===== config.mk =====
export PLATFORM = sky130hd
export DESIGN_NAME = prime_scan_ctrl
export DESIGN_NICKNAME = d
export VERILOG_FILES = /design/src/rtl/prime_pkg.sv /design/src/rtl/prime4_check.sv /design/src/rtl/prime_scan_ctrl.sv
export SDC_FILE = /design/constraint.sdc
export NUM_CORES = 1
export LEC_CHECK = 0
export CORE_MARGIN = 1
export CORE_UTILIZATION = 27
export DETAILED_ROUTE_END_ITERATION = 12
export PLACE_DENSITY = 0.48
export SLEW_MARGIN = 0
export SYNTH_ARGS = -nofsm -noshare
export SYNTH_HDL_FRONTEND = slang
export SYNTH_HIERARCHICAL = 1
export SYNTH_SLANG_ARGS = --single-unit

===== constraint.sdc =====
create_clock -name clk -period 2.3 [get_ports clk]
set_input_delay 0.46 -clock clk [delete_from_list [all_inputs] [get_ports clk]]
set_output_delay 0.46 -clock clk [all_outputs]
set_load 0.05 [all_outputs]

===== src/rtl/prime_pkg.sv =====
// Shared types and constants for the 4-bit prime scan sequencer.
package prime_pkg;

    // Sequencer states; the encoding is also exported on the debug port.
    typedef enum logic [1:0] {
        IDLE = 2'd0,
        SCAN = 2'd1,
        EMIT = 2'd2,
        DONE = 2'd3
    } state_t;

    // Bit i set means value i is prime: 2, 3, 5, 7, 11, 13.
    localparam logic [15:0] PRIME_MASK = 16'h28AC;

endpackage


===== src/rtl/prime4_check.sv =====
// Combinational primality test for a 4-bit value using a lookup mask.
module prime4_check
    import prime_pkg::*;
(
    input  logic [3:0] val,
    output logic       isprime
);

    assign isprime = PRIME_MASK[val];

endmodule


===== src/rtl/prime_scan_ctrl.sv =====
// Sweeps [lo, hi] one value per cycle, streams each prime over a
// valid/ready port, then reports a prime count and a one-cycle done pulse.
//
// Handshake: out_valid rises with out_data already stable and both stay
// unchanged until a rising edge where out_valid && out_ready are both high;
// that edge is the transfer. out_valid never depends on out_ready in the same
// cycle, and out_ready is ignored whenever out_valid is low.
module prime_scan_ctrl
    import prime_pkg::*;
#(
    parameter int CNT_W = 5
) (
    input  logic             clk,
    input  logic             reset,
    input  logic             start,
    input  logic [3:0]       lo,
    input  logic [3:0]       hi,
    output logic             busy,
    output logic             out_valid,
    input  logic             out_ready,
    output logic [3:0]       out_data,
    output logic [CNT_W-1:0] prime_cnt,
    output logic             done,
    output logic             err,
    output logic [1:0]       dbg_state
);

    state_t     state;
    state_t     state_n;
    logic [3:0] cur;
    logic [3:0] hi_q;
    logic       isprime;

    // Control strobes decoded from the current state.
    logic load;
    logic fail_start;
    logic inc_cur;
    logic emit;
    logic xfer;

    prime4_check u_check (
        .val     (cur),
        .isprime (isprime)
    );

    assign dbg_state = state;

    // State register.
    always_ff @(posedge clk or posedge reset) begin
        if (reset) begin
            state <= IDLE;
        end else begin
            state <= state_n;
        end
    end

    // Next-state and control decode; end-of-range test precedes any increment.
    always_comb begin
        state_n    = state;
        load       = 1'b0;
        fail_start = 1'b0;
        inc_cur    = 1'b0;
        emit       = 1'b0;
        xfer       = 1'b0;
        case (state)
            IDLE: begin
                if (start) begin
                    if (lo <= hi) begin
                        load    = 1'b1;
                        state_n = SCAN;
                    end else begin
                        fail_start = 1'b1;
                        state_n    = DONE;
                    end
                end
            end
            SCAN: begin
                if (isprime) begin
                    emit    = 1'b1;
                    state_n = EMIT;
                end else if (cur == hi_q) begin
                    state_n = DONE;
                end else begin
                    inc_cur = 1'b1;
                end
            end
            EMIT: begin
                // out_valid is high for the whole of EMIT, so ready alone marks a transfer.
                if (out_ready) begin
                    xfer = 1'b1;
                    if (cur == hi_q) begin
                        state_n = DONE;
                    end else begin
                        inc_cur = 1'b1;
                        state_n = SCAN;
                    end
                end
            end
            DONE: begin
                state_n = IDLE;
            end
            default: begin
                state_n = IDLE;
            end
        endcase
    end

    // Datapath and registered outputs.
    always_ff @(posedge clk or posedge reset) begin
        if (reset) begin
            cur       <= 4'd0;
            hi_q      <= 4'd0;
            out_data  <= 4'd0;
            out_valid <= 1'b0;
            prime_cnt <= '0;
            err       <= 1'b0;
            done      <= 1'b0;
            busy      <= 1'b0;
        end else begin
            if (load) begin
                cur  <= lo;
                hi_q <= hi;
            end else if (inc_cur) begin
                cur <= cur + 4'd1;
            end

            if (load || fail_start) begin
                prime_cnt <= '0;
            end else if (xfer) begin
                prime_cnt <= prime_cnt + CNT_W'(1);
            end

            if (load) begin
                err <= 1'b0;
            end else if (fail_start) begin
                err <= 1'b1;
            end

            if (emit) begin
                out_data  <= cur;
                out_valid <= 1'b1;
            end else if (xfer) begin
                out_valid <= 1'b0;
            end

            done <= (state_n == DONE);
            busy <= (state_n != IDLE);
        end
    end

endmodule


==> summary.md <==
Synthesis produced a netlist whose cell count is 122. The transition time of the tightest slew-check pin is 498 ps. The worst setup path is captured at a register. A synthesized cell averages 10.4 µm².

The routed layout has 939 vias. At the end of the flow, the number of nets in the layout was 177. Clock root buffer: clkbuf_8. The die width was 70.4 µm. For this design, the slowest cell found on the critical path is clkdlybuf4s50_1.

The count of endpoints failing hold in the final timing report was 0. In the synthesized netlist the async set-or-reset flop fraction comes to 100%. Data on the critical path is required at its endpoint by 2450 ps.

During synthesis, Yosys emitted a total of 6 warnings. TritonCTS built the clock tree. In the global route stage, met1 resource usage came out at 14.2%.

For this design, the CTS-stage hold fixing added 0 buffers. Setup repair after global routing left no endpoint under its margin. The critical path contains buffers and inverters numbering 3 combined.

In the final layout, the share of cells above drive strength 1 is 12.3%. In the finished design, the share of the clock period the worst path needs comes to 89.8%. The floorplan step set the die height to 70.4 µm.

STA classifies the critical path startpoint as an input port. Across the run, the number of max-cap violations was 0. The global-route wire length before repair came out at 4400 µm. The longest clock path from root to sink contains 2 buffers. The CTS sink count was 23. Entering global routing, the biggest net connects 24 pins. The final layout contains routed wiring with a total length of 2470 µm. In this run, the number of DRC markers left after iteration 0 of detailed routing was 19.

In the final routed layout, each cell accounts on average for 12.0 µm. In the final timing run, aggregate negative setup slack is 0 ps. The critical path goes through clkdlybuf4s50_1, inv_1, ha_1, a21o_1, a211oi_2, o21ai_2, buf_12, nand2_1, o21ai_0.

After floorplanning, the core was sized to cover 4410 µm². The largest fanout on the critical path works out to 14. The number of flops mapped to enable cells by yosys is 0, and the netlist area before placement is 1260 µm².

The later pin in the worst-skew pair is clocked with a latency of 260 ps. The logs give 484 MHz for the highest clock rate and 1940 µm for the half-perimeter wire length after placement. Compared with the post-synthesis result, the final layout area differs by 32.2%. The final critical path time including I/O delays and setup came out at 2060 ps.

The floorplan has 24 rows. The number of nets produced by synthesis was 144. The number of antenna violations at the first check in global routing was 0. After detailed placement, the design holds a cell count of 202. The most used flip-flop cell after synthesis is dfrtp_1. The die covers 4960 µm².

The instance count on the critical path came out at 9. The relative slew slack is 66.7%, and the length of the first detailed-routing pass in iterations is 6. Setup violations remaining at the end of the flow were counted as 0.

The overflow left after global routing was 0. Category of the most critical setup path: input port to register. In this run the critical register-to-register path is launched from cur[2]. The power density over cell area came out at 1390 nW/µm². The worst register-to-register path ends at cur[1]. Across the VDD grid, the largest voltage drop is 0.000319 V.

The via count of the first global-routing pass came out at 980. The beginning of the critical path is hi[2]. The total count of max-transition violations in the final report was 0; the count of cells along the worst register-to-register path was 7. The top cell family by delay on the critical path was compound AO/OA/AOI/OAI gates. Buffers inserted during clock tree synthesis total 3. The worst min-delay path category was register to register. For this run, design rule violations remaining after detail routing come to 0. The effective utilization at floorplan is 28.7%, and the number of ports placed on the die boundary is 27.

The tools report the H-tree depth reported by CTS as 1. The run finished with clean final reports. On the final layout, the worst clock skew is 7.77 ps. In this design, the stage delay of the slowest critical-path cell is 450 ps. The critical path ends at hi_q[1]. Gates resized during post-CTS repair numbered 0. The layout has 435 filler cells. In the global route stage, overall resource usage came out at 11.3%. In this run the tool buffered the top-level ports with 26 buffer cells.

The congestion estimate from routability-driven global placement came to 0.792. The post-route non-filler standard cell count was 206; the hold-critical path depth was 2. The diode insertion count for antenna repair was 0. After synthesis the netlist holds a flip-flop and latch count of 23.

The tools report the global routing met3 resource utilization as 1.88%. The busiest metal layer after global routing was met2. The vias per cell was 4.56.

Data arrives at the worst endpoint at 2220 ps. Once detail routing completed, the nets flagged for antenna violations numbered 0. The number of distinct library cell variants in the gate-level netlist after synthesis was 34; the met2 track utilization from global routing was 19.0%.

Clock-pin slew was measured on the worst setup and hold paths at 90 ps. The slack of the worst reg-to-reg path came out at 430 ps. The number of buffers inserted by post-CTS setup repair is 0, and the total leakage power is 0.754 nW. The sequential area share after synthesis came out at 45.5%.
-- worst min-delay path by stage --
stage	startpoint	end	slack [ps]
after global routing	err	err	530
final	out_valid	out_valid	480
after floorplan	reset	busy	460
after CTS	out_valid	out_valid	490
after detailed placement	out_valid	out_valid	470
after global placement	out_valid	out_valid	460
-- worst min-delay path, stage by stage (launching register included) --
cell and delay (ps):
dfrtp_1 350, nand2_1 50, nand2_1 50
-- where the power goes --
part	switching (mW)	internal, mW	leakage, nW	total [mW]
Clock	0.130	0.121	0.0255	0.251
Sequential	0.170	0.581	0.280	0.750
Combinational	0.784	0.532	0.449	1.32
Total	1.08	1.23	0.754	2.32
-- flip-flops by register name (all words and copies together) (netlist names) --
| name | cells |
|---|---|
| busy | 1 |
| cur | 4 |
| dbg_state | 2 |
| done | 1 |
| err | 1 |
| hi_q | 4 |
| out_data | 4 |
| out_valid | 1 |
| prime_cnt | 5 |
-- area by class of cell --
type	instances	area (µm²)	area share, %
Clock buffer	3	41.3	2.47
Tap cell	52	65.1	3.89
Sequential cell	23	576	34.4
Multi-Input combinational cell	86	638	38.1
Clock inverter	1	5.00	0.299
Inverter	10	37.5	2.24
Timing Repair Buffer	31	310	18.5
-- kinds of logic (layout without fill, tap and decap cells) --
| family | Yosys count | count (layout) | share of synthesized area [%] |
|---|---|---|---|
| adder cells (fa/ha/maj) | 10 | 10 | 9.89 |
| XOR/XNOR | 11 | 11 | 7.62 |
| multiplexers | 6 | 6 | 5.24 |
| AND/OR/NAND/NOR | 37 | 37 | 15.8 |
| buffers and inverters | 13 | 45 | 4.05 |
| flip-flops | 23 | 23 | 45.5 |
| AO/OA/AOI/OAI | 22 | 22 | 11.9 |
-- per-layer routing --
layer | routed length (µm) | part of all wire [%] | vias up
met5 | 0 | 0 | -
met4 | 17 | 0.69 | 0
met3 | 89 | 3.6 | 2
met2 | 1170 | 47 | 20
met1 | 1200 | 48 | 436
li1 | - | - | 481
-- metrics by stage --
stage	total power [mW]	hold slack, ps	cell area, µm²	utilization [%]	worst slack (ps)
2_1_floorplan	1.70	462	1260	-	212
3_5_place_dp	2.09	467	1630	36.8	-82.9
4_1_cts	2.34	487	1670	37.9	200
5_1_grt	2.51	533	1670	37.9	126
3_3_place_gp	2.08	463	1630	36.8	-48.9
6_report	2.32	479	1670	37.9	235
-- layout by cell type (no fill, tap or decap), types with 3 or more instances in the layout --
| cell type | instances |
|---|---|
| a21oi_1 | 7 |
| buf_4 | 4 |
| clkbuf_8 | 3 |
| clkdlybuf4s50_1 | 26 |
| dfrtp_1 | 23 |
| ha_1 | 10 |
| inv_1 | 10 |
| mux2_2 | 5 |
| nand2_1 | 12 |
| nor2_1 | 12 |
| o21a_1 | 3 |
| o21ai_0 | 3 |
| xnor2_1 | 4 |
| xor2_1 | 7 |
-- synthesized netlist by cell type (all sizes together) (2+ instances only) --
master	instances	area share, %
xnor2	4	2.8
nand3	2	0.79
and2	2	0.99
nor2	12	3.6
o21a	3	1.8
a211oi	2	1.6
nand4	2	0.99
xor2	7	4.8
mux2	5	4.5
dfrtp	23	45
inv	10	3.0
ha	10	9.9
clkbuf	2	0.69
a21oi	7	2.8
nand2	12	3.6
o21ai	5	2.3
Power figures use the tool's default switching activity.
